### src/rtl/vec_lsu_seq.sv
// Vector load/store sequencer: splits one LANES-element access into LANES/BEAT
// memory beats over a valid/ready port and reassembles load beats into a vector.
module vec_lsu_seq #(
    parameter int LANES = 16,
    parameter int N     = 16,
    parameter int BEAT  = 4,
    parameter int AW    = 32
) (
    input  logic                 clk_i,
    input  logic                 rst_ni,
    input  logic                 req_valid_i,
    output logic                 req_ready_o,
    input  logic                 req_write_i,
    input  logic [AW-1:0]        req_addr_i,
    input  logic [LANES*N-1:0]   req_wdata_i,
    output logic                 mem_valid_o,
    input  logic                 mem_ready_i,
    output logic                 mem_write_o,
    output logic [AW-1:0]        mem_addr_o,
    output logic [BEAT*N-1:0]    mem_wdata_o,
    input  logic                 mem_rvalid_i,
    input  logic [BEAT*N-1:0]    mem_rdata_i,
    output logic                 resp_valid_o,
    output logic [LANES*N-1:0]   resp_rdata_o,
    output logic                 busy_o
);
    localparam int NB = LANES / BEAT;
    localparam int BW = $clog2(NB) + 1;

    if ((LANES % BEAT) != 0) begin : g_beat_chk
        $error("vec_lsu_seq: LANES must be a multiple of BEAT");
    end

    typedef enum logic [1:0] {IDLE, ISSUE, WAITR, DONE} state_e;

    state_e               state_q, state_d;
    logic [BW-1:0]        beat_q, beat_d;
    logic                 write_q;
    logic [AW-1:0]        addr_q;
    logic [LANES*N-1:0]   wdata_q;
    logic [LANES*N-1:0]   asm_q, asm_d;
    logic [LANES*N-1:0]   rdata_q, rdata_d;
    logic                 last_beat;

    assign last_beat    = (beat_q == BW'(NB - 1));
    assign resp_rdata_o = rdata_q;

    always_comb begin
        state_d      = state_q;
        beat_d       = beat_q;
        asm_d        = asm_q;
        rdata_d      = rdata_q;
        req_ready_o  = 1'b0;
        busy_o       = 1'b1;
        mem_valid_o  = 1'b0;
        mem_write_o  = 1'b0;
        mem_addr_o   = '0;
        mem_wdata_o  = '0;
        resp_valid_o = 1'b0;
        unique case (state_q)
            IDLE: begin
                req_ready_o = 1'b1;
                busy_o      = 1'b0;
                if (req_valid_i) begin
                    state_d = ISSUE;
                    beat_d  = '0;
                end
            end
            ISSUE: begin
                mem_valid_o = 1'b1;
                mem_write_o = write_q;
                mem_addr_o  = addr_q + AW'(beat_q) * AW'(BEAT);
                for (int b = 0; b < NB; b++) begin
                    if (beat_q == BW'(b)) mem_wdata_o = wdata_q[b*BEAT*N +: BEAT*N];
                end
                if (mem_ready_i) begin
                    if (!write_q) begin
                        state_d = WAITR;
                    end else begin
                        beat_d = beat_q + BW'(1);
                        if (last_beat) state_d = DONE;
                    end
                end
            end
            WAITR: begin
                if (mem_rvalid_i) begin
                    for (int b = 0; b < NB; b++) begin
                        if (beat_q == BW'(b)) asm_d[b*BEAT*N +: BEAT*N] = mem_rdata_i;
                    end
                    beat_d = beat_q + BW'(1);
                    // Publish the whole vector only once the final beat lands, so
                    // resp_rdata never shows a partially assembled load.
                    if (last_beat) begin
                        state_d = DONE;
                        rdata_d = asm_d;
                    end else begin
                        state_d = ISSUE;
                    end
                end
            end
            DONE: begin
                resp_valid_o = 1'b1;
                state_d      = IDLE;
            end
            default: state_d = IDLE;
        endcase
    end

    always_ff @(posedge clk_i or negedge rst_ni) begin
        if (!rst_ni) begin
            state_q <= IDLE;
            beat_q  <= '0;
            rdata_q <= '0;
        end else begin
            state_q <= state_d;
            beat_q  <= beat_d;
            rdata_q <= rdata_d;
        end
    end

    always_ff @(posedge clk_i) begin
        if (state_q == IDLE && req_valid_i) begin
            write_q <= req_write_i;
            addr_q  <= req_addr_i;
            wdata_q <= req_wdata_i;
        end
        asm_q <= asm_d;
    end

endmodule

### config.mk
export PLATFORM = sky130hd
export DESIGN_NAME = vec_lsu_seq
export DESIGN_NICKNAME = d
export VERILOG_FILES = /design/src/rtl/vec_lsu_seq.sv
export SDC_FILE = /design/constraint.sdc
export NUM_CORES = 1
export LEC_CHECK = 0
export CAP_MARGIN = 25
export CORE_AREA = 2 2 280 282
export CTS_CLUSTER_SIZE = 24
export DETAILED_ROUTE_END_ITERATION = 16
export DIE_AREA = 0 0 282 284
export PLACE_DENSITY = 0.71
export SYNTH_ARGS = -nofsm -noshare
export SYNTH_HDL_FRONTEND = slang
export SYNTH_SLANG_ARGS = --single-unit
### constraint.sdc
create_clock -name clk_i -period 24.8 [get_ports clk_i]
set_clock_uncertainty 0.15 [all_clocks]
set_input_delay 2.48 -clock clk_i [delete_from_list [all_inputs] [get_ports clk_i]]
set_output_delay 2.48 -clock clk_i [all_outputs]
set_load 0.01 [all_outputs]
==> results.ini <==
[outcome]
status = finished, final reports clean

[detailed_routing]
met3_length_um = 8470
dr.pass1.iters = 5
top_layer = met5
ant_nets = 0
drt_iter0_drc = 1191
viasPerCell = 5.159
wl_um = 84480
wl_per_cell_um = 22.50
route.met2.wl_um = 41790
drc = 0
met1_length_um = 31030
num_vias = 19370

[min_path]
worstHoldStart = resp_rdata_o[251]
min_to = resp_rdata_o[251]
hold_path.class = reg -> reg
whs_path_depth = 1

[setup_path]
critPathCaptureType = output port
reg2regPathDepth = 8
crit_required_ns = 22.17
crit_path_max_fanout = 77
slowest_stage = buf_4
regToRegSetupSlack_ns = 19.37
worstSetupStartpointType = flip-flop
criticalPathCategory = reg -> out
crit-reg2reg-launch = beat_q[2]
critical-path-top-delay-family = buffers and inverters
critPathMaxStageDelay_ns = 0.73
r2r_end = resp_rdata_o[125]
path_cells = inv_1 -> ha_1 -> nand2b_4 -> buf_4 -> nor2_1 -> a311o_1 -> a21oi_1 -> clkdlybuf4s50_1
critPathArrivalTime_ns = 4.17
crit_buf_inv = 3

[sta]
min_period_ns = 6.802
worstMarginPinSlew_ns = 1.207
finalMaxSlewViolations = 0
setup-violations-final = 0
hold_viol_final = 0
rsz0062_at_grt = no
whs_ns = 0.3525
finalCritPeriodShare_pct = 27.43
relSlewSlack_pct = 19.56
clock.fmax_ghz = 0.1470
fin_setup_tns_ns = 0

[global_routing]
track_usage_pct = 20.39
grt_max_degree = 189
grt_first_pass_wirelength_um = 124700
antenna_found_initial = 23
grt_pass1_vias = 19930
grt-ovfl-total = 0

[floorplan]
core_um2 = 76960
io_pins = 715
dieArea_um2 = 80090
die-width_um = 282
die_h_um = 284
initial_core_util_pct = 39.95
rows = 102

[place]
portBuffers = 714
place_hpwl_um = 57090
dpl.cell_count = 3582
gp_congestion = 0.8503

[cts]
htreeDepth = 3
cts_buffers = 84
post_cts_buffers = 0
clk_latency_ns = 0.62
path_clk_slew_ns = 0.06
cts_num_sinks = 771
cts_max_path_buffers = 3
cts-root-buf = clkbuf_16
post_cts_resized = 0
postCtsHoldBufs = 0
tritoncts = built

[flow_run]
maxCapViolations = 0

[power_and_ir_drop]
powerDensity_nw_per_um2 = 112.4
p_leak_nw = 15.54
p_total_mw = 4.688
ir_worst_vdd_mv = 0.08414

[synthesis]
synth.area.mux_share_pct = 17.70
synth_simple_gate_area_share_pct = 4.762
ys_seq_elements = 771
synth_top_family_by_area = multiplexers
ys.flop_type = edfxtp_1
synth_common_cells = edfxtp_1, mux2_2, dfrtp_1
synth-compound-area-share_pct = 4.074
synthArstFlopShare_pct = 33.85
yosys.area_share.adder_pct = 0.5535
synthXorXnorAreaFrac_pct = 0.2849
synth_area_um2 = 30740
postSynthAreaPerCell_um2 = 15.99
ys_types = 47
yosysWarnings = 0
yosys.area.top_type_share_pct = 49.82
synth_edf_count = 510
synth_most_common_cell = edfxtp_1
yosysTopAreaCell = edfxtp_1
syn-num-nets = 2293
synthTopCellsByArea = edfxtp_1, dfrtp_1, mux2_2, nand2_1, a311o_1
syn_inst = 1922
ys_seq_area_share_pct = 71.06

[final_layout]
final_nets = 2999
syn2layout_area_growth_pct = 35.70
drive_gt1_share_pct = 23.38
final_util_pct = 54.21
layout.cells.non_filler = 3754
fill_cells = 6212

-- how the worst max path moves through the flow --
stage                       from           endpoint  cells past startpoint
global route           beat_q[0]    mem_wdata_o[19]                      8
global placement    mem_rvalid_i  resp_rdata_o[125]                      7
floorplan            req_valid_i          addr_q[0]                      1
CTS                    beat_q[0]    mem_wdata_o[20]                      8
finish                 beat_q[0]    mem_wdata_o[20]                      8
detailed placement  mem_rvalid_i  resp_rdata_o[124]                      7
-- per-stage QoR --
step | instance area (µm²) | setup WS (ns)
after floorplan | 30740 | 15.01
after global routing | 41720 | 17.79
final | 41720 | 18.00
after global placement | 38970 | 17.55
after detailed placement | 38970 | 17.50
after CTS | 41680 | 18.01
-- cell families after synthesis --
group / count (synthesis)
DFF: 771
muxes: 484
and+or+nand+nor: 345
AOI/OAI and AO/OA: 172
buffers and inverters: 127
adders and majority gates: 13
xor gates and xnor gates: 10
-- state kept, by name, indices dropped and copies added (netlist names) --
register,count
resp_rdata_o,256
beat_q,3
wdata_q,256
asm_q,221
write_q,1
state_q,2
addr_q,32
-- power by group --
group,switching (mW),internal (mW)
clock network,0.512,0.707
registers,0.131,1.77
logic,0.776,0.795
-- cell usage in the layout, fill, tap and decap left out, types with 9 or more instances in the layout --
cell and instances:
diode_2 15, or4_1 12, o31ai_1 10, a311o_1 64
nand2_1 210, dfrtp_1 261, clkbuf_16 84, clkbuf_8 11
edfxtp_1 510, clkbuf_1 26, nor2_1 75, a21oi_1 79
clkinv_1 12, clkdlybuf4s50_1 713, inv_1 13, clkinv_2 9
mux2_2 477, ha_1 11, buf_4 18
-- routing by layer --
metal  global-route usage (%)  vias to the layer above
met5                        0                        -
met4                    9.122                       16
met3                    7.385                      185
met2                    33.79                      735
met1                    23.58                     9788
li1                         -                     8642
-- cell type report --
cell class / count / area [µm²] / area share, %
Sequential cell: 771 / 21850 / 52.37
Timing Repair Buffer: 733 / 7307 / 17.52
Antenna cell: 15 / 37.54 / 0.08998
Tap cell: 1040 / 1301 / 3.119
Multi-Input combinational cell: 1024 / 8468 / 20.30
Inverter: 14 / 52.55 / 0.1260
Clock inverter: 36 / 354.1 / 0.8488
Clock buffer: 121 / 2351 / 5.636
Note: power is estimated with default switching activity, not from simulation.
